File: config.mk
export PLATFORM = sky130hd
export DESIGN_NAME = velocity_mailbox_reader
export DESIGN_NICKNAME = d
export VERILOG_FILES = /design/src/rtl/velocity_mailbox_reader.sv
export SDC_FILE = /design/constraint.sdc
export NUM_CORES = 1
export LEC_CHECK = 0
export ABC_AREA = 1
export ABC_CLOCK_PERIOD_IN_PS = 8900
export CORE_UTILIZATION = 47
export CTS_CLUSTER_DIAMETER = 50
export DETAILED_ROUTE_END_ITERATION = 7
export GPL_TIMING_DRIVEN = 0
export PLACE_DENSITY = 0.67
export SLEW_MARGIN = 20
export SYNTH_ARGS = -nofsm -noshare
export SYNTH_HDL_FRONTEND = slang
export SYNTH_SLANG_ARGS = --single-unit
File: constraint.sdc
create_clock -name clk -period 8.9 [get_ports clk]
set_clock_uncertainty 0.1 [all_clocks]
set_input_delay 2.67 -clock clk [delete_from_list [all_inputs] [get_ports clk]]
set_output_delay 2.67 -clock clk [all_outputs]
set_load 0.02 [all_outputs]
File: src/rtl/velocity_mailbox_reader.sv
// Per-bot velocity mailboxes with round-robin reader onto a valid/ready stream.
// Controller posts fill empty slots; each consumed pair returns its slot to empty.
module velocity_mailbox_reader #(
  parameter int unsigned NUM_BOTS = 3,
  parameter int unsigned DW       = 16,
  parameter int unsigned FRAC     = 11
) (
  input  logic                clk,
  input  logic                rst,
  input  logic                wr_en,
  input  logic [1:0]          wr_bot,
  input  logic [DW-1:0]       wr_vx,
  input  logic [DW-1:0]       wr_vy,
  output logic                wr_drop,
  output logic [NUM_BOTS-1:0] mbox_ready,
  output logic                out_valid,
  input  logic                out_ready,
  output logic [1:0]          out_bot,
  output logic [DW-1:0]       out_vx,
  output logic [DW-1:0]       out_vy,
  output logic [7:0]          drop_count
);

  // Fixed-point format is opaque to this block; only sanity-check it.
  if (NUM_BOTS < 1 || NUM_BOTS > 4 || FRAC > DW) begin : g_param_err
    $error("velocity_mailbox_reader: bad NUM_BOTS/FRAC");
  end

  localparam logic [2:0] NumBots3 = 3'(NUM_BOTS);

  typedef enum logic [0:0] {StIdle, StPresent} state_e;

  state_e               state_q, state_d;
  logic [NUM_BOTS-1:0]  flag_q, flag_d;
  logic [DW-1:0]        slot_vx_q [NUM_BOTS];
  logic [DW-1:0]        slot_vx_d [NUM_BOTS];
  logic [DW-1:0]        slot_vy_q [NUM_BOTS];
  logic [DW-1:0]        slot_vy_d [NUM_BOTS];
  logic [1:0]           rr_ptr_q, rr_ptr_d;
  logic                 out_valid_q, out_valid_d;
  logic [1:0]           out_bot_q, out_bot_d;
  logic [DW-1:0]        out_vx_q, out_vx_d;
  logic [DW-1:0]        out_vy_q, out_vy_d;
  logic                 wr_drop_q, wr_drop_d;
  logic [7:0]           drop_count_q, drop_count_d;

  logic [3:0] flag_pad;
  logic       bot_in_range;
  logic       accept;
  logic       reject;
  logic       handshake;
  logic       found;
  logic [1:0] sel;
  logic [2:0] idx;

  assign mbox_ready = ~flag_q;
  assign out_valid  = out_valid_q;
  assign out_bot    = out_bot_q;
  assign out_vx     = out_vx_q;
  assign out_vy     = out_vy_q;
  assign wr_drop    = wr_drop_q;
  assign drop_count = drop_count_q;

  // Zero-padded so out-of-range wr_bot indexes safely read as busy-free.
  always_comb begin
    flag_pad = '0;
    flag_pad[NUM_BOTS-1:0] = flag_q;
  end

  assign bot_in_range = ({1'b0, wr_bot} < NumBots3);
  assign accept       = wr_en & bot_in_range & ~flag_pad[wr_bot];
  assign reject       = wr_en & ~accept;
  assign handshake    = (state_q == StPresent) & out_valid_q & out_ready;

  // First fresh slot at or above rr_ptr, wrapping at NUM_BOTS.
  always_comb begin
    found = 1'b0;
    sel   = '0;
    idx   = '0;
    for (int k = 0; k < NUM_BOTS; k++) begin
      idx = {1'b0, rr_ptr_q} + 3'(k);
      if (idx >= NumBots3) idx = idx - NumBots3;
      if (!found && flag_pad[idx[1:0]]) begin
        found = 1'b1;
        sel   = idx[1:0];
      end
    end
  end

  // A post to the slot being consumed sees flag=1 and is rejected, so set and
  // clear never target the same slot in one cycle.
  always_comb begin
    flag_d = flag_q;
    for (int i = 0; i < NUM_BOTS; i++) begin
      slot_vx_d[i] = slot_vx_q[i];
      slot_vy_d[i] = slot_vy_q[i];
      if (accept && wr_bot == 2'(i)) begin
        flag_d[i]    = 1'b1;
        slot_vx_d[i] = wr_vx;
        slot_vy_d[i] = wr_vy;
      end
      if (handshake && out_bot_q == 2'(i)) flag_d[i] = 1'b0;
    end
  end

  always_comb begin
    wr_drop_d    = reject;
    drop_count_d = drop_count_q;
    if (reject && drop_count_q != 8'hff) drop_count_d = drop_count_q + 8'd1;
  end

  // Reader FSM: state register.
  always_ff @(posedge clk or posedge rst) begin
    if (rst) state_q <= StIdle;
    else     state_q <= state_d;
  end

  // Reader FSM: next state.
  always_comb begin
    state_d = state_q;
    unique case (state_q)
      StIdle:    if (found) state_d = StPresent;
      StPresent: if (out_ready) state_d = StIdle;
      default:   state_d = StIdle;
    endcase
  end

  // Reader FSM: registered outputs and round-robin pointer.
  always_comb begin
    out_valid_d = out_valid_q;
    out_bot_d   = out_bot_q;
    out_vx_d    = out_vx_q;
    out_vy_d    = out_vy_q;
    rr_ptr_d    = rr_ptr_q;
    unique case (state_q)
      StIdle: begin
        if (found) begin
          out_valid_d = 1'b1;
          out_bot_d   = sel;
          out_vx_d    = slot_vx_q[sel];
          out_vy_d    = slot_vy_q[sel];
        end
      end
      StPresent: begin
        if (handshake) begin
          out_valid_d = 1'b0;
          rr_ptr_d    = ({1'b0, out_bot_q} == NumBots3 - 3'd1) ? 2'd0 : out_bot_q + 2'd1;
        end
      end
      default: out_valid_d = 1'b0;
    endcase
  end

  always_ff @(posedge clk or posedge rst) begin
    if (rst) begin
      flag_q       <= '0;
      rr_ptr_q     <= '0;
      out_valid_q  <= 1'b0;
      out_bot_q    <= '0;
      out_vx_q     <= '0;
      out_vy_q     <= '0;
      wr_drop_q    <= 1'b0;
      drop_count_q <= '0;
      for (int i = 0; i < NUM_BOTS; i++) begin
        slot_vx_q[i] <= '0;
        slot_vy_q[i] <= '0;
      end
    end else begin
      flag_q       <= flag_d;
      rr_ptr_q     <= rr_ptr_d;
      out_valid_q  <= out_valid_d;
      out_bot_q    <= out_bot_d;
      out_vx_q     <= out_vx_d;
      out_vy_q     <= out_vy_d;
      wr_drop_q    <= wr_drop_d;
      drop_count_q <= drop_count_d;
      for (int i = 0; i < NUM_BOTS; i++) begin
        slot_vx_q[i] <= slot_vx_d[i];
        slot_vy_q[i] <= slot_vy_d[i];
      end
    end
  end

endmodule

# Yosys cells after proc, flatten, opt, wreduce, memory -nomap -nowiden
# Index checks and enable logic that the tools add are counted.
dict set report word_totals {
  regBits 146
  inputBits 38
}
dict set report op_classes {
  addsub 7
  n_lt_le_gt_ge 9
  n_eq_ne 7
  n_mux 36
  bitwise 10
  reduce_logical 19
}
# op n
set ops {}
lappend ops {{binary-select mux 16 bit (select 2 bit)} 2}
lappend ops {{two-way mux 16 bit} 4}
lappend ops {{two-way mux 1 bit} 17}
lappend ops {{two-way mux 2 bit} 7}
lappend ops {{less-than comparator 2 x 3 -> 1 bit, second input constant} 4}
lappend ops {{logical AND 1 bit} 9}
lappend ops {{adder 8 x 1 -> 8 bit, second input constant} 1}
lappend ops {{binary-select mux 1 bit (select 2 bit)} 4}
lappend ops {{!= test 8 bit, second input constant} 1}
lappend ops {{>= comparator 3 x 2 -> 1 bit, second input constant} 2}
lappend ops {{AND reduction 2 bit} 3}
lappend ops {{nonzero test 2 bit} 3}
lappend ops {{subtractor 2 bit, second input constant} 3}
lappend ops {{AND 1 bit} 5}
lappend ops {{== test 2 x 1 -> 1 bit, second input constant} 2}
lappend ops {{== test 2 bit, second input constant} 2}
lappend ops {{zero test 2 bit} 2}
lappend ops {{case mux 1 bit (2 select lines)} 2}
lappend ops {{adder 2 x 1 -> 3 bit, second input constant} 1}
lappend ops {{adder 2 x 2 -> 3 bit, second input constant} 1}
lappend ops {{>= comparator 3 bit, second input constant} 1}
lappend ops {{NOT 1 bit} 3}
lappend ops {{NOT 2 -> 3 bit} 1}
lappend ops {{NOT 3 bit} 1}
lappend ops {{other kinds (6)} 7}

# Logic depth before layout (Yosys ltp)
dict set report depth {
  depth_word 15
  depth_mapped 14
  mapped_depth_nobuf 13
}

# Least setup slack after synthesis
# OpenSTA, ideal clock, no wires.
dict set report synth_timing {
  path_kind {input-to-reg}
  start {in wr_bot[0]}
  end {reg slot_vx_q[20] in the netlist's numbering}
  setup_ns 0.132
  arrival_time_ns 3.693
  slack_ns 4.976
  path_stages 8
  path_buffers 2
  cell_sequence {o21ai_0 -> nand2_1 -> a211oi_2 -> nand2_1 -> buf_2 -> clkbuf_1 -> nand2_1 -> o21ai_0}
}
dict set report synth_between {
  elab_chain_cells 5
  word_cells_on_any_way 8
  cone_classes {order compare (1); eq/ne (1); mux (2); bitwise (3); reduce/logical (1)}
}
# element line
set synth_rtl {}
lappend synth_rtl {{start: declaration} 11} ;# input logic [1:0] wr_bot,
lappend synth_rtl {{binary-select mux 1 bit (select 2 bit)} 71} ;# assign accept = wr_en & bot_in_range & ~flag_pad[wr_bot];
lappend synth_rtl {{two-way mux 1 bit (not written as such)} 71}
lappend synth_rtl {{NOT 1 bit} 71}
lappend synth_rtl {{AND 1 bit} 71}
lappend synth_rtl {{logical AND 1 bit *} 97} ;# if (accept && wr_bot == 2'(i)) begin
lappend synth_rtl {{end signal: indexed assignment} 178} ;# slot_vx_q[i] <= slot_vx_d[i];
lappend synth_rtl {{end: declaration} 35} ;# logic [DW-1:0] slot_vx_q [NUM_BOTS];
# Mark *: on every way between the ends. The rest lies on a longest branch, timed or not. The select of a mux whose other input is x is not followed.
# A chain may end at the register's enable or synchronous reset.

# Worst setup path in the final report
dict set report layout_timing {
  start {reg flag_q[0]}
  end {out mbox_ready[0]}
}
dict set report layout_between {
  elab_chain_cells 1
}
# element line
set layout_rtl {}
lappend layout_rtl {{start: declaration} 34} ;# logic [NUM_BOTS-1:0] flag_q, flag_d;
lappend layout_rtl {{start signal: assignment} 169} ;# flag_q <= flag_d;
lappend layout_rtl {{NOT 3 bit} 56} ;# assign mbox_ready = ~flag_q;
lappend layout_rtl {{end: declaration} 15} ;# output logic [NUM_BOTS-1:0] mbox_ready,
# No other way between the ends.

==> impl_metrics.yaml <==
synthesis:
  synth_common_cells: "nand2_1, dfrtp_1, inv_1"
  yosysTopAreaCell: "dfrtp_1"
  synth-async-reset-ratio_pct: 100
  yosysTopAreaCellShare_pct: 55.3
  yosysUniqueCellTypes: 29
  ys_seq_area_share_pct: 55.3
  synth_edf_count: 0
  syn-num-nets: 839
  syn_area_um2: 6610
  synth-main-ff-cell: "dfrtp_1"
  ys_ff_latch: 146
  ys_top_cells_by_area: "dfrtp_1, nand2_1, o21ai_0"
  synthCells: 796
  synth_warnings: 0
  yosysMostFrequentCell: "nand2_1"
  avgSynthCellArea_um2: 8.31
setup_path:
  critPathMaxFanout: 5
  crit_required_ns: 6.13
  cp-start-kind: "register"
  crit_type: "register to primary output"
  end_kind: "primary output"
  cp_data_arrival_time_ns: 1.63
drt:
  viasPerCell: 5.24
  vias: 5705
  postRouteAntennaNets: 0
  wire_per_inst_um: 15.5
  first_pass_iters: 5
  drt-total-wl_um: 16900
  drc: 0
  drt_iter0_markers: 460
die:
  io_pins: 85
  dieArea_um2: 14500
  fp.dieH_um: 121
  coreArea_um2: 13500
  rows: 42
  initial_core_util_pct: 49.0
  die_w_um: 121
clocking:
  cts_tree: "yes"
  cts_buffer_depth: 2
  clock_latency_ns: 0.42
  clock-sinks: 146
  cts_inserted_buffers: 17
  cts_setup_buffers: 0
  cts.hold.buffers_added: 0
  htree_num_levels: 4
  clkTransAtPathRegs_ns: 0.05
  cts_resized: 0
  ctsRootBufferMaster: "clkbuf_16"
timing:
  hold_ws_ns: 0.384
  tightestPinTransition_ns: 0.573
  finalCriticalPeriod_ns: 4.40
  timing.final.crit_share_pct: 49.4
  setup-tns-final_ns: 0
  max_freq_mhz: 227
  finalHoldViolations: 0
  maxSlewViolCount: 0
  rsz0062_at_grt: "no"
  slew_headroom_pct: 61.8
  finalSetupViolCount: 0
cells_and_area:
  drive_above_1_share_pct: 7.57
  design_area_um2: 8250
  area_growth_pct: 24.8
  nFillCells: 1181
  fin_nets: 943
  antenna_cells: 0
run:
  maxCapViolations: 0
power_and_ir_drop:
  p_seq_share_pct: 30.3
  power_frac_clock_pct: 17.9
  power_frac_comb_pct: 51.9
  swShare_pct: 44.1
  p_per_area_nw_per_um2: 449
  p_int_uw: 2070
  p_leak_uw: 0.00408
  max-vdd-ir-drop_mv: 0.221
  power_switching_uw: 1640
global_routing:
  grt_usage_pct: 24.9
  grt_pass1_vias: 5585
  grt_pass1_wl_um: 27800
  antenna_found_initial: 0
  grt_max_degree: 112
  grt_overflow: 0
place:
  dp_hpwl_um: 10900
  gp_congestion: 0.820
  io_buffers: 84
  dpl_cell_area_um2: 7710
hold_path:
  hold_class: "register to register"
run_status:
  outcome: "completed"
==> critical path: stages (launching register included) <==
cell             delay [ns]
dfrtp_1                0.44
inv_1                  0.15
clkdlybuf4s50_1        0.62
==> final timing paths <==
path,from,to,slack (ns),depth (start not counted)
min reg2reg,slot_vy_q[29]$_DFFE_PP0P_,slot_vy_q[29]$_DFFE_PP0P_,0.38,2
max reg2reg,rr_ptr_q[0]$_DFFE_PP0P_,out_vy[15]$_DFFE_PP0P_,6.44,9
min,slot_vy_q[29]$_DFFE_PP0P_,slot_vy_q[29]$_DFFE_PP0P_,0.38,2
max in group asynchronous,rst,out_vy[13]$_DFFE_PP0P_,5.37,3
max,flag_q[0]$_DFFE_PP0P_,mbox_ready[0],4.50,2
min in group asynchronous,rst,drop_count[2]$_DFFE_PP0P_,2.51,2
==> metal layers <==
| metal | wire (um) | global-route usage (%) |
|---|---|---|
| met1 | 7710 | 33.9 |
| met2 | 8030 | 40.3 |
| met3 | 845 | 4.25 |
| met4 | 265 | 8.87 |
| met5 | 0 | 0 |
==> power groups by stage <==
stage | clock network [uW] | registers (uW) | logic (uW)
CTS | 667 | 1120 | 1930
detailed placement | 0 | 1130 | 1910
finish | 662 | 1120 | 1920
global route | 697 | 1160 | 2130
floorplan | 0 | 1210 | 1180
global placement | 0 | 1110 | 1870
==> cells by family (layout without fill, tap and decap cells) <==
| kind of cell | after synthesis | in the layout | synth area share (%) |
|---|---|---|---|
| simple gates | 301 | 301 | 19.3 |
| compound gates | 174 | 174 | 13.5 |
| buf+inv | 163 | 279 | 10.1 |
| flops | 146 | 146 | 55.3 |
| xor+xnor | 7 | 7 | 0.927 |
| fa+ha+maj | 5 | 5 | 0.946 |
==> flip-flops by register name, summed over array words and instances, names as in the netlist <==
register and cells:
drop_count 8, flag_q 3, out_bot 2, out_valid 1, out_vx 16, out_vy 16
rr_ptr_q 2, slot_vx_q 48, slot_vy_q 48, state_q 1, wr_drop 1
==> per-stage QoR <==
stage / util, % / std cells / power (uW) / setup slack, ns
floorplan: - / 796 / 2390 / 2.21
global placement: 56.8 / 1056 / 2980 / 0.331
detailed placement: 57.1 / 1057 / 3040 / 4.12
CTS: 61.1 / 1088 / 3720 / 4.49
global route: 61.1 / 1088 / 3990 / 4.31
finish: 61.1 / 1088 / 3710 / 4.50
==> cell type report <==
class	instances	area, um2	share of cell area (%)
inverters	120	458	5.55
repair buffers	85	868	10.5
well taps	176	220	2.67
clock buffers	27	523	6.34
multi-input cells	487	2290	27.8
clock inverters	4	22.5	0.273
plain buffers	43	215	2.61
flip-flops and latches	146	3650	44.3
==> placed cells by master (no fill, tap or decap), types with 2 or more instances in the layout <==
cell               n
buf_4              9
xor2_1             3
inv_1            113
nand3_2            2
nand2_2            4
inv_2              6
ha_1               5
nor2_1            38
dfrtp_1          146
xnor2_1            4
clkdlybuf4s50_1   84
nand3b_1           2
clkbuf_16         17
nand3_1           78
o21ai_0           88
nand2_1          169
buf_2             16
a21oi_1           66
nor3_1             4
clkbuf_8           6
o21ai_1           14
clkinv_2           3
clkbuf_1          21
o21bai_1           2
Power figures use the tool's default switching activity.
